$ cat src/rtl/mem_stage.sv
// mem_stage: MEM pipeline stage between EX and WB.
// Holds one instruction from EX, waits for the variable-latency data-SRAM
// response on loads, extracts and extends the loaded byte/halfword/word and
// hands a 70-bit result bus to WB. Also drives the forwarding/hazard bus to ID.
//
// Optional feature macro: MEM_LOAD_FWD_EN
//   defined   : ld_pending drops as soon as load data is available in MEM.
//   undefined : ld_pending stays high for the whole MEM residency of a load.
module mem_stage (
   input  logic        clk,
   input  logic        resetn,
   // EX -> MEM
   input  logic        es_to_ms_valid,
   input  logic [73:0] es_to_ms_bus,
   output logic        ms_allowin,
   // data SRAM response
   input  logic        data_sram_data_ok,
   input  logic [31:0] data_sram_rdata,
   // MEM -> WB
   input  logic        ws_allowin,
   output logic        ms_to_ws_valid,
   output logic [69:0] ms_to_ws_bus,
   // MEM -> ID forwarding / hazard
   output logic [38:0] ms_to_ds_bus
);

   typedef enum logic [1:0] {
      LD_IDLE = 2'd0,
      LD_WAIT = 2'd1,
      LD_DONE = 2'd2
   } ld_state_t;

   // latched stage state
   logic        ms_valid;
   logic [73:0] ms_bus_r;
   ld_state_t   ld_state;
   ld_state_t   ld_state_nxt;
   logic [31:0] rdata_buf;
   logic        rdata_cap;

   // decoded payload fields
   logic [31:0] ms_pc;
   logic        ms_gr_we;
   logic [4:0]  ms_dest;
   logic        ms_res_from_mem;
   logic [2:0]  ms_ld_op;
   logic [31:0] ms_alu_result;

   // handshake and datapath
   logic        ms_ready_go;
   logic        ld_pending;
   logic [1:0]  ld_offset;
   logic [31:0] ld_src_word;
   logic [7:0]  ld_byte;
   logic [15:0] ld_half;
   logic [31:0] ld_extracted;
   logic [31:0] final_result;

   assign ms_pc           = ms_bus_r[73:42];
   assign ms_gr_we        = ms_bus_r[41];
   assign ms_dest         = ms_bus_r[40:36];
   assign ms_res_from_mem = ms_bus_r[35];
   assign ms_ld_op        = ms_bus_r[34:32];
   assign ms_alu_result   = ms_bus_r[31:0];

   // Stage handshake: loads are ready once data is present this cycle (WAIT
   // with data_ok) or has been parked in rdata_buf (DONE).
   assign ms_ready_go    = !ms_res_from_mem
                         | ((ld_state == LD_WAIT) & data_sram_data_ok)
                         | (ld_state == LD_DONE);
   assign ms_to_ws_valid = ms_valid & ms_ready_go;
   assign ms_allowin     = !ms_valid | (ms_ready_go & ws_allowin);

   // Pipeline register: valid bit and payload advance whenever MEM accepts.
   always_ff @(posedge clk or negedge resetn) begin
      if (!resetn) begin
         ms_valid <= 1'b0;
         ms_bus_r <= '0;
      end else if (ms_allowin) begin
         ms_valid <= es_to_ms_valid;
         ms_bus_r <= es_to_ms_bus;
      end
   end

   // Load-state register.
   always_ff @(posedge clk or negedge resetn) begin
      if (!resetn) begin
         ld_state <= LD_IDLE;
      end else begin
         ld_state <= ld_state_nxt;
      end
   end

   // Response buffer: holds the load word when WB is not ready to take it.
   always_ff @(posedge clk or negedge resetn) begin
      if (!resetn) begin
         rdata_buf <= '0;
      end else if (rdata_cap) begin
         rdata_buf <= data_sram_rdata;
      end
   end

   // Next-state: a handoff (ms_allowin) always restarts from the incoming
   // instruction; otherwise only WAIT reacts, to data_ok with WB stalled.
   always_comb begin
      ld_state_nxt = ld_state;
      rdata_cap    = 1'b0;
      if (ms_allowin) begin
         ld_state_nxt = (es_to_ms_valid & es_to_ms_bus[35]) ? LD_WAIT : LD_IDLE;
      end else begin
         unique case (ld_state)
            LD_WAIT: begin
               if (data_sram_data_ok) begin
                  ld_state_nxt = LD_DONE;
                  rdata_cap    = 1'b1;
               end
            end
            LD_DONE: begin
               ld_state_nxt = LD_DONE;
            end
            default: begin
               ld_state_nxt = LD_IDLE;
            end
         endcase
      end
   end

   // Load extraction: pick the byte/halfword selected by the address offset
   // from the live response (WAIT) or the parked one (DONE), then extend.
   always_comb begin
      ld_offset   = ms_alu_result[1:0];
      ld_src_word = (ld_state == LD_DONE) ? rdata_buf : data_sram_rdata;
      ld_byte     = ld_src_word[7:0];
      unique case (ld_offset)
         2'd0: ld_byte = ld_src_word[7:0];
         2'd1: ld_byte = ld_src_word[15:8];
         2'd2: ld_byte = ld_src_word[23:16];
         2'd3: ld_byte = ld_src_word[31:24];
         default: ld_byte = ld_src_word[7:0];
      endcase
      ld_half = ld_offset[1] ? ld_src_word[31:16] : ld_src_word[15:0];
      unique case (ms_ld_op)
         3'b001:  ld_extracted = {{24{ld_byte[7]}}, ld_byte};
         3'b010:  ld_extracted = {24'd0, ld_byte};
         3'b011:  ld_extracted = {{16{ld_half[15]}}, ld_half};
         3'b100:  ld_extracted = {16'd0, ld_half};
         default: ld_extracted = ld_src_word;
      endcase
      final_result = ms_res_from_mem ? ld_extracted : ms_alu_result;
   end

   // Hazard indication towards ID.
`ifdef MEM_LOAD_FWD_EN
   assign ld_pending = ms_valid & ms_res_from_mem & !ms_ready_go;
`else
   assign ld_pending = ms_valid & ms_res_from_mem;
`endif

   assign ms_to_ws_bus = {ms_pc, ms_gr_we, ms_dest, final_result};
   assign ms_to_ds_bus = {ld_pending,
                          ms_valid & ms_gr_we,
                          ms_valid ? ms_dest : 5'd0,
                          final_result};

endmodule

$ cat config.mk
export PLATFORM = sky130hd
export DESIGN_NAME = mem_stage
export DESIGN_NICKNAME = d
export VERILOG_FILES = /design/src/rtl/mem_stage.sv
export SDC_FILE = /design/constraint.sdc
export NUM_CORES = 1
export LEC_CHECK = 0
export ABC_AREA = 1
export CELL_PAD_IN_SITES_DETAIL_PLACEMENT = 1
export CELL_PAD_IN_SITES_GLOBAL_PLACEMENT = 2
export CORE_MARGIN = 1.5
export CORE_UTILIZATION = 27
export CTS_CLUSTER_SIZE = 24
export DETAILED_ROUTE_END_ITERATION = 16
export PLACE_DENSITY = 0.95
export SLEW_MARGIN = 40
export SYNTH_ARGS = -nofsm -noshare
export SYNTH_HDL_FRONTEND = slang
export SYNTH_SLANG_ARGS = --single-unit
export TNS_END_PERCENT = 5
$ cat constraint.sdc
create_clock -name clk -period 4.6 [get_ports clk]
set_clock_uncertainty 0.15 [all_clocks]
set_input_delay 0.69 -clock clk [delete_from_list [all_inputs] [get_ports clk]]
set_output_delay 0.69 -clock clk [all_outputs]
set_load 0.05 [all_outputs]
==> results of run 1 <==
## cell usage after synthesis
master,number,area (µm²)
a21boi_0,1,7.510
a21oi_1,38,190.2
a21oi_2,2,17.52
a22oi_1,1,7.510
a31oi_1,1,6.260
buf_2,22,110.1
buf_4,75,563.0
buf_6,10,112.6
clkbuf_1,9,33.78
dfrtp_1,109,2728
ha_1,2,25.02
inv_1,90,337.8
inv_2,3,11.26
nand2_1,332,1246
nand2_2,5,31.28
nand3_1,36,180.2
nand3_2,2,20.02
nand3_4,2,35.03
nand3b_1,2,15.01
nand3b_2,1,11.26
nor2_1,22,82.58
nor2_4,1,11.26
o211ai_1,1,7.510
o211ai_2,2,25.02
o21ai_0,56,280.3
o21ai_1,38,190.2
o21ai_2,8,70.07
o31ai_1,1,7.510
o32ai_1,1,8.760
or2_0,3,18.77
or2_1,3,18.77
## cell families (layout without fill, tap and decap cells)
group,count (synthesis),after routing
simple gates,409,409
buf+inv,209,337
compound gates,150,150
flops,109,109
fa+ha+maj,2,2
other cells,0,1
## worst reg2reg max path: cells and delay by family (launching register included)
| family | cells | cell delay [ns] |
|---|---|---|
| AND/OR/NAND/NOR | 6 | 1.35 |
| buffers and inverters | 3 | 0.83 |
| flip-flops | 1 | 0.81 |
| AO/OA/AOI/OAI | 1 | 0.09 |
## stage by stage
step / area [µm²] / setup WS (ns) / hold WS, ns
detailed placement: 8275 / 0.4775 / 0.3114
finish: 8563 / 0.2502 / 0.1932
CTS: 8561 / 0.2027 / 0.2032
floorplan: 6410 / 1.198 / 0.2444
global placement: 8269 / 0.4894 / 0.3029
global route: 8561 / 0.01204 / 0.2237
## layer usage
layer | up-vias | GRT usage, %
met1 | 2729 | 21.39
li1 | 2903 | -
met4 | 0 | 4.447
met2 | 138 | 28.45
met3 | 13 | 5.644
met5 | - | 0
## sequential cells by signal, indices dropped and copies added (netlist names)
name	count
ld_state	2
ms_bus_r	74
ms_valid	1
rdata_buf	32
## how the worst max path moves through the flow
stage	startpoint	endpoint	slack, ns	depth (start not counted)
2_1_floorplan	ld_state[0]	ms_to_ws_bus[0]	1.20	12
3_3_place_gp	data_sram_rdata[7]	ms_to_ds_bus[12]	0.49	9
3_5_place_dp	data_sram_rdata[7]	ms_to_ds_bus[12]	0.48	9
4_1_cts	ld_state[0]	ms_to_ws_bus[5]	0.20	11
5_1_grt	ld_state[0]	ms_to_ds_bus[13]	0.01	10
6_report	ld_state[0]	ms_to_ds_bus[13]	0.25	10
## where the power goes
group	switching, µW	internal (µW)	leakage [µW]
Combinational	3290	1430	0.00266
Clock	380	386	0.000135
Sequential	234	1330	0.00134
Total	3910	3140	0.00414
## final cells by class
| class | instances | area, µm² |
|---|---|---|
| Antenna cell | 1 | 2.502 |
| Clock buffer | 10 | 239.0 |
| Clock inverter | 6 | 46.29 |
| Fill cell | 2897 | 14840 |
| Inverter | 93 | 351.6 |
| Multi-Input combinational cell | 561 | 2521 |
| Sequential cell | 109 | 2728 |
| Tap cell | 319 | 399.1 |
| Timing Repair Buffer | 228 | 2276 |
==> metrics.cfg, run 1 <==
[logic_synthesis]
synth-seq-cells = 109
yosysUniqueCellTypes = 31
yosys.area_share.simple_pct = 26.06
yosys_warnings = 0
syn_area_um2 = 6410
netlist_instances = 879
synthAdderAreaFrac_pct = 0.3904
synth_top_family_by_area = simple AND/OR/NAND/NOR gates
ys_seq_area_share_pct = 42.55
synth_xor_area_share_pct = 0
syn_avg_cell_area_um2 = 7.292
syn_nets = 992
yosys-mux-area-fraction_pct = 0
synth_compound_area_share_pct = 12.77

[critical_path]
crit_top_cell = nand2_1
critPathRequiredTime_ns = 3.76
cpMaxStageDelayCell = clkdlybuf4s50_1
worstPathArrival_ns = 3.51
worstReg2RegEnd = rdata_buf[29]
r2r-start = ms_bus_r[35]
ff2ff_path_depth = 10
cp_cell_sequence = inv_1 > ha_2 > inv_2 > o21ai_0 > nand2_1 > o211ai_1 > nand3_1 > nand2_1 > nand2_1 > clkdlybuf4s50_1
crit_path_end_kind = primary output
crit_type = flop to primary output
critPathLaunchType = flop
crit_fanout = 25
crit_family = buffers and inverters
cpPeakStageDelay_ns = 0.71
worst-path-buf-inv = 3
ff2ff_setup_slack_ns = 1.23

[clocking]
ctsHoldBuffers = 0
cts_tree = built
root_buffer = clkbuf_16
cts.htree.levels = 3
cts_resized = 0
clkTransAtPathRegs_ns = 0.07
insertion_delay_ns = 0.35
cts_buffers = 9
clock-sinks = 109
cts_buffer_depth = 2
post_cts_buffers = 0

[finish]
drive_gt1_share_pct = 5.164
final_cell_mix = nand2_1 (332), clkdlybuf4s50_1 (219), dfrtp_1 (109), inv_1 (90), o21ai_0 (56)
final_core_util_pct = 36.59
area_delta_synth_final_pct = 33.59
layout.cells.non_filler = 1327
nNetsFinal = 1115
layout_commonest_cell = nand2_1

[timing]
slew_violations = 0
fmax_mhz = 229.9
final.min_clock_period_ns = 4.350
hold_viol = 0
grt_setup_unrepaired = false
worst_slew_pin_slew_ns = 0.7187
fin_setup_tns_ns = 0
slew_headroom_pct = 52.09
fin_crit_sh_pct = 94.56
setup_viol = 0

[detailed_routing]
drc = 0
via_per_inst = 4.358
drt_iter0_drc = 298
highest_layer = met4
postRouteAntennaNets = 0
totalWireLength_um = 20820
wire_per_inst_um = 15.69
wl_met2_um = 9745
vias = 5783
met1Wirelength_um = 9312
wl_met3_um = 1464
first_pass_iters = 4

[die]
core-area_um2 = 23400
die_h_um = 157.1
die_w_um = 157.1
design.die.area_um2 = 24670
start_util_pct = 27.39
row_count = 56
ios = 222

[grt]
grt_max_degree = 104
grt_pass1_vias = 6088
grt_pass1_wl_um = 32710
antenna_found_initial = 2
grt_overflow = 0
grt_util_all_layers_pct = 17.15

[power]
ir_drop_mv = 0.4393
p_per_area_nw_per_um2 = 823.1
p_leak_uw = 0.004141
finalPower_uw = 7049

[hold_path]
hold_path_class = input pin to async pin

[flow_run]
max-cap-violations = 0

[placement]
gp_congestion = 0.8613
post-dp-hpwl_um = 15690
io_buffer_count = 221
dp_cells = 1310

[outcome]
status = complete, no violations

(Power assumes the default switching activity.)
==> run 2: changes to the inputs <==
--- a/config.mk
+++ b/config.mk
@@ -8,11 +8,12 @@
 export ABC_AREA = 1
 export CELL_PAD_IN_SITES_DETAIL_PLACEMENT = 1
 export CELL_PAD_IN_SITES_GLOBAL_PLACEMENT = 2
-export CORE_MARGIN = 1.5
-export CORE_UTILIZATION = 27
+export CORE_MARGIN = 2
+export CORE_UTILIZATION = 25
 export CTS_CLUSTER_SIZE = 24
 export DETAILED_ROUTE_END_ITERATION = 16
-export PLACE_DENSITY = 0.95
+export HOLD_SLACK_MARGIN = 0.05
+export PLACE_DENSITY = 0.89
 export SLEW_MARGIN = 40
 export SYNTH_ARGS = -nofsm -noshare
 export SYNTH_HDL_FRONTEND = slang
==> constraint.sdc (replaced) <==
create_clock -name clk -period 4.7 [get_ports clk]
set_clock_uncertainty 0.15 [all_clocks]
set_input_delay 0.705 -clock clk [delete_from_list [all_inputs] [get_ports clk]]
set_output_delay 0.705 -clock clk [all_outputs]
set_load 0.05 [all_outputs]
==> run 2 against run 1 <==
Critical path depth grew 2. Die area increased by 9.2%. Power is 0.80% lower. Final area rose by 0.61%. Sequential power is 3% lower. Routed wire length grew 1.2%. Non-clock buffer count is 1 higher. First-iteration DRC count shrank 9.4%. Worst hold slack worse by 0.033 ns. Worst setup slack better by 0.22 ns. Register-to-register slack better by 0.21 ns. Global-route usage down 1.5 points. Highest routed layer is now met5.
==> metrics.cfg, run 2 (same netlist as run 1, synthesis figures left out) <==
[outcome]
status = complete, no violations  ; unchanged

[clocking]
clock-sinks = 109  ; unchanged
cts.htree.levels = 3  ; unchanged
post_cts_buffers = 0  ; unchanged
cts_buffers = 9  ; unchanged
insertion_delay_ns = 0.36  ; was 0.35 ns
root_buffer = clkbuf_16  ; unchanged
clkTransAtPathRegs_ns = 0.08  ; was 0.07 ns
cts_tree = built  ; unchanged
cts_buffer_depth = 2  ; unchanged

[finish]
multiInputGateArea_um2 = 2531  ; was 2521 µm²
final_core_util_pct = 34.21  ; was 36.59%
seqCellArea_um2 = 2728  ; unchanged
fill_cells = 3037  ; was 2,897
layout.cells.non_filler = 1338  ; was 1,327
n_antenna_cell = 0  ; was 1
area_delta_synth_final_pct = 34.41  ; was 33.59%
largest_reg_flops = 74  ; unchanged
drive_gt1_share_pct = 5.159  ; was 5.164%
nNetsFinal = 1116  ; was 1,115
largest_register = ms_bus_r  ; unchanged
layout_commonest_cell = nand2_1  ; unchanged
reg.largest.list = ms_bus_r x74, rdata_buf x32, ld_state x2  ; unchanged
final_cell_mix = nand2_1 (332), clkdlybuf4s50_1 (220), dfrtp_1 (109), inv_1 (89), o21ai_0 (56)  ; was nand2_1 (332), clkdlybuf4s50_1 (219), dfrtp_1 (109), inv_1 (90), o21ai_0 (56)

[timing]
fin_crit_sh_pct = 90.05
hold_viol = 0  ; unchanged
finalWorstSetupSlack_ns = 0.4677  ; was 0.2502 ns
fin_setup_tns_ns = 0  ; unchanged
slew_violations = 0  ; unchanged
final.min_clock_period_ns = 4.232
grt_setup_unrepaired = false  ; unchanged
setup_viol = 0  ; unchanged
fmax_mhz = 236.3
worst_slew_pin_slew_ns = 0.7293  ; was 0.7187 ns
slew_headroom_pct = 51.38  ; was 52.09%

[grt]
antenna_found_initial = 2  ; unchanged
grt_pass1_vias = 5912  ; was 6,088
grt_max_degree = 105  ; was 104
grt_util_all_layers_pct = 15.67  ; was 17.15%
grt_pass1_wl_um = 32550  ; was 32,710 µm
grt_overflow = 0  ; unchanged

[detailed_routing]
vias = 5782  ; was 5,783
totalWireLength_um = 21080  ; was 20,820 µm
drc = 0  ; unchanged
wire_per_inst_um = 15.75  ; was 15.69 µm
first_pass_iters = 4  ; unchanged
via_per_inst = 4.321  ; was 4.358
postRouteAntennaNets = 0  ; unchanged
drt_iter0_drc = 270  ; was 298

[power]
p_per_area_nw_per_um2 = 811.6  ; was 823.1 nW/µm²
p_comb_share_pct = 66.5  ; was 66.9%
p_seq_share_pct = 21.6  ; was 22.2%
p_switching_uw = 3864  ; was 3906 µW
ir_drop_mv = 0.4595  ; was 0.4393 mV
p_int_uw = 3129  ; was 3143 µW
p_sw_share_pct = 55.26  ; was 55.41%
finalPower_uw = 6992  ; was 7049 µW
pwr-share-clk_pct = 11.9  ; was 10.9%
p_leak_uw = 0.004161  ; was 0.004141 µW

[critical_path]
worstPathArrival_ns = 3.38  ; was 3.51 ns
ff2ff_setup_slack_ns = 1.44  ; was 1.23 ns
crit_fanout = 33  ; was 25
critPathLaunchType = flop  ; unchanged
crit_path_end_kind = primary output  ; unchanged
critPathRequiredTime_ns = 3.85  ; was 3.76 ns
crit_type = flop to primary output  ; unchanged

[die]
ios = 222  ; unchanged
die_w_um = 164.1  ; was 157.1 µm
die_h_um = 164.1  ; was 157.1 µm
row_count = 58  ; was 56
core-area_um2 = 25180  ; was 23,400 µm²
design.die.area_um2 = 26940  ; was 24,670 µm²
start_util_pct = 25.45  ; was 27.39%

[placement]
io_buffer_count = 221  ; unchanged
gp_congestion = 0.7974  ; was 0.8613
post-place-ws_ns = 0.4944  ; was 0.4775 ns
post-dp-hpwl_um = 15630  ; was 15,690 µm
dp_cells = 1322  ; was 1,310

[flow_run]
max-cap-violations = 0  ; unchanged

[hold_path]
hold_path_class = input pin to async pin  ; unchanged

run 2: cell type report:
class                      count  area share (%)
clock inverter                 7           1.075
multi-input combinational    561           29.38
tap                          330           4.792
clock buffer                   9           2.614
sequential                   109           31.66
timing repair buffer         229           26.43
inverter                      93           4.052
run 2: final timing paths:
check	end	startpoint	cells past startpoint
worst max-delay path	ms_to_ws_bus[12]	ld_state[0]	12
worst max register to register	rdata_buf[28]	ld_state[0]	12
worst min-delay path	rdata_buf[11]	resetn	1
min in group clk	ms_bus_r[52]	ms_bus_r[52]	2
worst min register to register	ms_bus_r[52]	ms_bus_r[52]	2
max in group asynchronous	ms_valid	resetn	2
run 2: stage by stage:
stage | hold slack (ns) | area, µm²
2_1_floorplan | 0.2594 | 6410
3_3_place_gp | 0.3017 | 8280
3_5_place_dp | 0.3088 | 8288
4_1_cts | 0.1995 | 8606
5_1_grt | 0.1961 | 8616
6_report | 0.1599 | 8616
run 2: per-layer routing:
| metal | vias to the layer above | GRT usage, % | wire length, µm |
|---|---|---|---|
| li1 | 2900 | - | - |
| met1 | 2729 | 19.98 | 9468 |
| met2 | 137 | 25.66 | 9775 |
| met3 | 14 | 5.556 | 1583 |
| met4 | 2 | 3.030 | 237 |
| met5 | - | 0 | 10 |
run 2: timing repair:
item / CTS / global route
setup endpoints to repair: 0 / 26
hold endpoints to repair: 0 / 0
gates resized for setup: 0 / 1
hold buffers: 0 / 0
run 2: critical path, cell delays in order, from the launching register on:
cell and delay [ns]:
dfrtp_1 0.39, inv_1 0.13, ha_4 0.41, inv_2 0.20
nand2_1 0.16, nand3_1 0.15, nand2_1 0.12, nand3_2 0.10
nand3_4 0.25, nand2_1 0.09, nand2_1 0.09, o21ai_0 0.17
clkdlybuf4s50_1 0.75
run 2: power by group through the flow:
stage                     sequential [µW]  clock, µW  combinational, µW
after floorplan                      1450          0               3620
after global placement               1500          0               4640
after detailed placement             1520          0               4690
after CTS                            1510        870               4700
after global routing                 1560        900               4960
final                                1510        835               4650
==> run 3: changes to the inputs <==
--- a/config.mk
+++ b/config.mk
@@ -9,11 +9,12 @@
 export CELL_PAD_IN_SITES_DETAIL_PLACEMENT = 1
 export CELL_PAD_IN_SITES_GLOBAL_PLACEMENT = 2
 export CORE_MARGIN = 2
-export CORE_UTILIZATION = 25
+export CORE_UTILIZATION = 27
 export CTS_CLUSTER_SIZE = 24
 export DETAILED_ROUTE_END_ITERATION = 16
 export HOLD_SLACK_MARGIN = 0.05
-export PLACE_DENSITY = 0.89
+export PLACE_DENSITY = 0.95
+export RECOVER_POWER = 100
 export SLEW_MARGIN = 40
 export SYNTH_ARGS = -nofsm -noshare
 export SYNTH_HDL_FRONTEND = slang
==> constraint.sdc (replaced) <==
create_clock -name clk -period 4.9 [get_ports clk]
set_clock_uncertainty 0.15 [all_clocks]
set_input_delay 0.735 -clock clk [delete_from_list [all_inputs] [get_ports clk]]
set_output_delay 0.735 -clock clk [all_outputs]
set_load 0.05 [all_outputs]
==> run 3 against run 2 <==
Combinational power is 9.0% lower. Die area decreased by 7.2%. Highest routed layer is now met4. Critical path type unchanged. Non-clock buffer count increased by 2. Largest cell class unchanged. Sequential power decreased by 5%. Sequential share of layout area up 0.30 points. Final cell count is 0.52% lower. Via count rose by 0.33%. The run now ends with max-capacitance violations, max-slew violations left.
==> metrics.cfg, run 3 (same netlist as run 1, synthesis figures left out) <==
[grt]
grt_pass1_vias = 5972  ; was 5,912
antenna_found_initial = 2  ; unchanged
grt_pass1_wl_um = 32100  ; was 32,550 µm
grt_max_degree = 65  ; was 105
grt_overflow = 0  ; unchanged
grt_util_all_layers_pct = 16.63  ; was 15.67%

[power]
ir_drop_mv = 0.3860  ; was 0.4595 mV
p_per_area_nw_per_um2 = 748.6  ; was 811.6 nW/µm²
p_leak_uw = 0.004213  ; was 0.004161 µW

[timing]
final.min_clock_period_ns = 4.536
fin_crit_sh_pct = 92.58
slew_violations = 131  ; was 0
hold_viol = 0  ; unchanged
slew_headroom_pct = -68.00  ; was 51.38%
setup_viol = 0  ; unchanged
fmax_mhz = 220.4
fin_setup_tns_ns = 0  ; unchanged
grt_setup_unrepaired = false  ; unchanged
worst_slew_pin_slew_ns = 2.520  ; was 0.7293 ns

[critical_path]
crit_top_cell = nand2_1  ; unchanged
startpoint = ld_state[0]  ; unchanged
ff2ff_setup_slack_ns = 0.85  ; was 1.44 ns
critPathRequiredTime_ns = 4.01  ; was 3.85 ns
crit_path_end_kind = primary output  ; unchanged
cp-endpoint = ms_to_ws_bus[9]  ; was ms_to_ws_bus[12]
crit_fanout = 32  ; was 33
cp_cell_sequence = inv_1 > ha_2 > nand2_1 > o21ai_0 > nand2_1 > nand3_2 > nand3_4 > nand2_1 > nand2_1 > o21ai_1 > dlygate4sd3_1  ; was inv_1 > ha_4 > inv_2 > nand2_1 > nand3_1 > nand2_1 > nand3_2 > nand3_4 > nand2_1 > nand2_1 > o21ai_0 > clkdlybuf4s50_1
cpMaxStageDelayCell = dlygate4sd3_1  ; was clkdlybuf4s50_1
critPathLaunchType = flop  ; unchanged
crit_type = flop to primary output  ; unchanged
cpPeakStageDelay_ns = 0.93  ; was 0.75 ns
r2r-start = ld_state[0]  ; unchanged
worstPathArrival_ns = 3.65  ; was 3.38 ns
worstReg2RegEnd = ld_state[0]  ; was rdata_buf[28]
ff2ff_path_depth = 10  ; was 12

[finish]
final_core_util_pct = 36.47  ; was 34.21%
fill_cells = 2891  ; was 3,037
seqCellArea_um2 = 2728  ; unchanged
reg.largest.list = ms_bus_r x74, rdata_buf x32, ld_state x2  ; unchanged
multiInputGateArea_um2 = 2514  ; was 2531 µm²
area_delta_synth_final_pct = 33.16  ; was 34.41%
nNetsFinal = 1118  ; was 1,116
drive_gt1_share_pct = 4.653  ; was 5.159%
largest_reg_flops = 74  ; unchanged
final_cell_mix = nand2_1 (332), dlygate4sd3_1 (110), clkdlybuf4s50_1 (109), dfrtp_1 (109), inv_1 (91)  ; was nand2_1 (332), clkdlybuf4s50_1 (220), dfrtp_1 (109), inv_1 (89), o21ai_0 (56)
layout_commonest_cell = nand2_1  ; unchanged
largest_register = ms_bus_r  ; unchanged

[clocking]
root_buffer = clkbuf_16  ; unchanged
cts_tree = built  ; unchanged
post_cts_buffers = 0  ; unchanged
insertion_delay_ns = 0.35  ; was 0.36 ns
cts_buffers = 9  ; unchanged
cts_buffer_depth = 2  ; unchanged
cts.htree.levels = 3  ; unchanged
clkTransAtPathRegs_ns = 0.08  ; about the same
cts_resized = 0  ; unchanged
ctsHoldBuffers = 0  ; unchanged
clock-sinks = 109  ; unchanged

[hold_path]
hold_path_class = flop to flop  ; was input pin to async pin

[die]
row_count = 56  ; was 58
die_w_um = 158.1  ; was 164.1 µm
ios = 222  ; unchanged
start_util_pct = 27.39  ; was 25.45%
design.die.area_um2 = 24990  ; was 26,940 µm²
die_h_um = 158.1  ; was 164.1 µm
core-area_um2 = 23400  ; was 25,180 µm²

[detailed_routing]
wire_per_inst_um = 15.45  ; was 15.75 µm
via_per_inst = 4.358  ; was 4.321
first_pass_iters = 4  ; unchanged
vias = 5801  ; was 5,782
drt_iter0_drc = 324  ; was 270
drc = 0  ; unchanged
postRouteAntennaNets = 0  ; unchanged
totalWireLength_um = 20560  ; was 21,080 µm

[placement]
io_buffer_count = 221  ; unchanged
gp_congestion = 0.8180  ; was 0.7974
post-dp-hpwl_um = 15940  ; was 15,630 µm

[outcome]
failed_checks = max-capacitance violations, max-slew violations
status = finished with violations  ; was complete, no violations

[flow_run]
max-cap-violations = 3  ; was 0

[run 3: changes by cell type in the layout (fill, tap and decap cells not counted), sizes merged]
cell and change:
buf -5, bufinv -1, clkbuf +11, clkdlybuf4s50 -111
clkinv -3, clkinvlp +1, diode +2, dlygate4sd3 +110
[run 3: stage by stage]
stage	instance area, µm²	power (µW)	std cells	worst slack, ns	hold slack (ns)
global route	8531	6822	1329	0.07374	0.3388
detailed placement	8279	5947	1313	0.5307	0.3080
global placement	8279	5866	1313	0.5572	0.3024
finish	8536	6390	1331	0.3637	0.3193
floorplan	6410	4866	879	1.453	0.2894
CTS	8566	6701	1329	0.3592	0.1132
[run 3: how the worst min path moves through the flow]
stage | end | from | depth (start not counted)
floorplan | ld_state[0] | resetn | 0
global placement | ms_bus_r[59] | ms_bus_r[59] | 2
detailed placement | ms_bus_r[72] | ms_bus_r[72] | 2
CTS | rdata_buf[4] | resetn | 1
global route | ms_bus_r[42] | ms_bus_r[42] | 2
finish | ms_bus_r[72] | ms_bus_r[72] | 2
[run 3: area by class of cell]
cell class,count,area share [%]
repair buffers,231,26.41
clock buffers,12,3.005
well taps,319,4.676
inverters,93,4.090
clock inverters,4,0.3518
flip-flops and latches,109,31.96
diodes,2,0.05863
multi-input cells,561,29.45
[run 3: worst max-delay path: cells and delay by family, from the launching register on]
family,cells,cell delay (ns)
buf+inv,2,1.02
fa+ha+maj,1,0.63
flops,1,0.38
compound gates,2,0.39
simple gates,6,0.86
[run 3: routing by layer]
layer	vias up	global-route usage [%]	wire (µm)
met2	142	27.18	9770
met5	-	0	0
met3	17	5.858	1679
met1	2740	20.61	8791
li1	2902	-	-
met4	0	5.062	319
[run 3: power breakdown]
part / switching (µW) / internal, µW
Clock: 347 / 377
Sequential: 184 / 1250
Combinational: 3080 / 1150
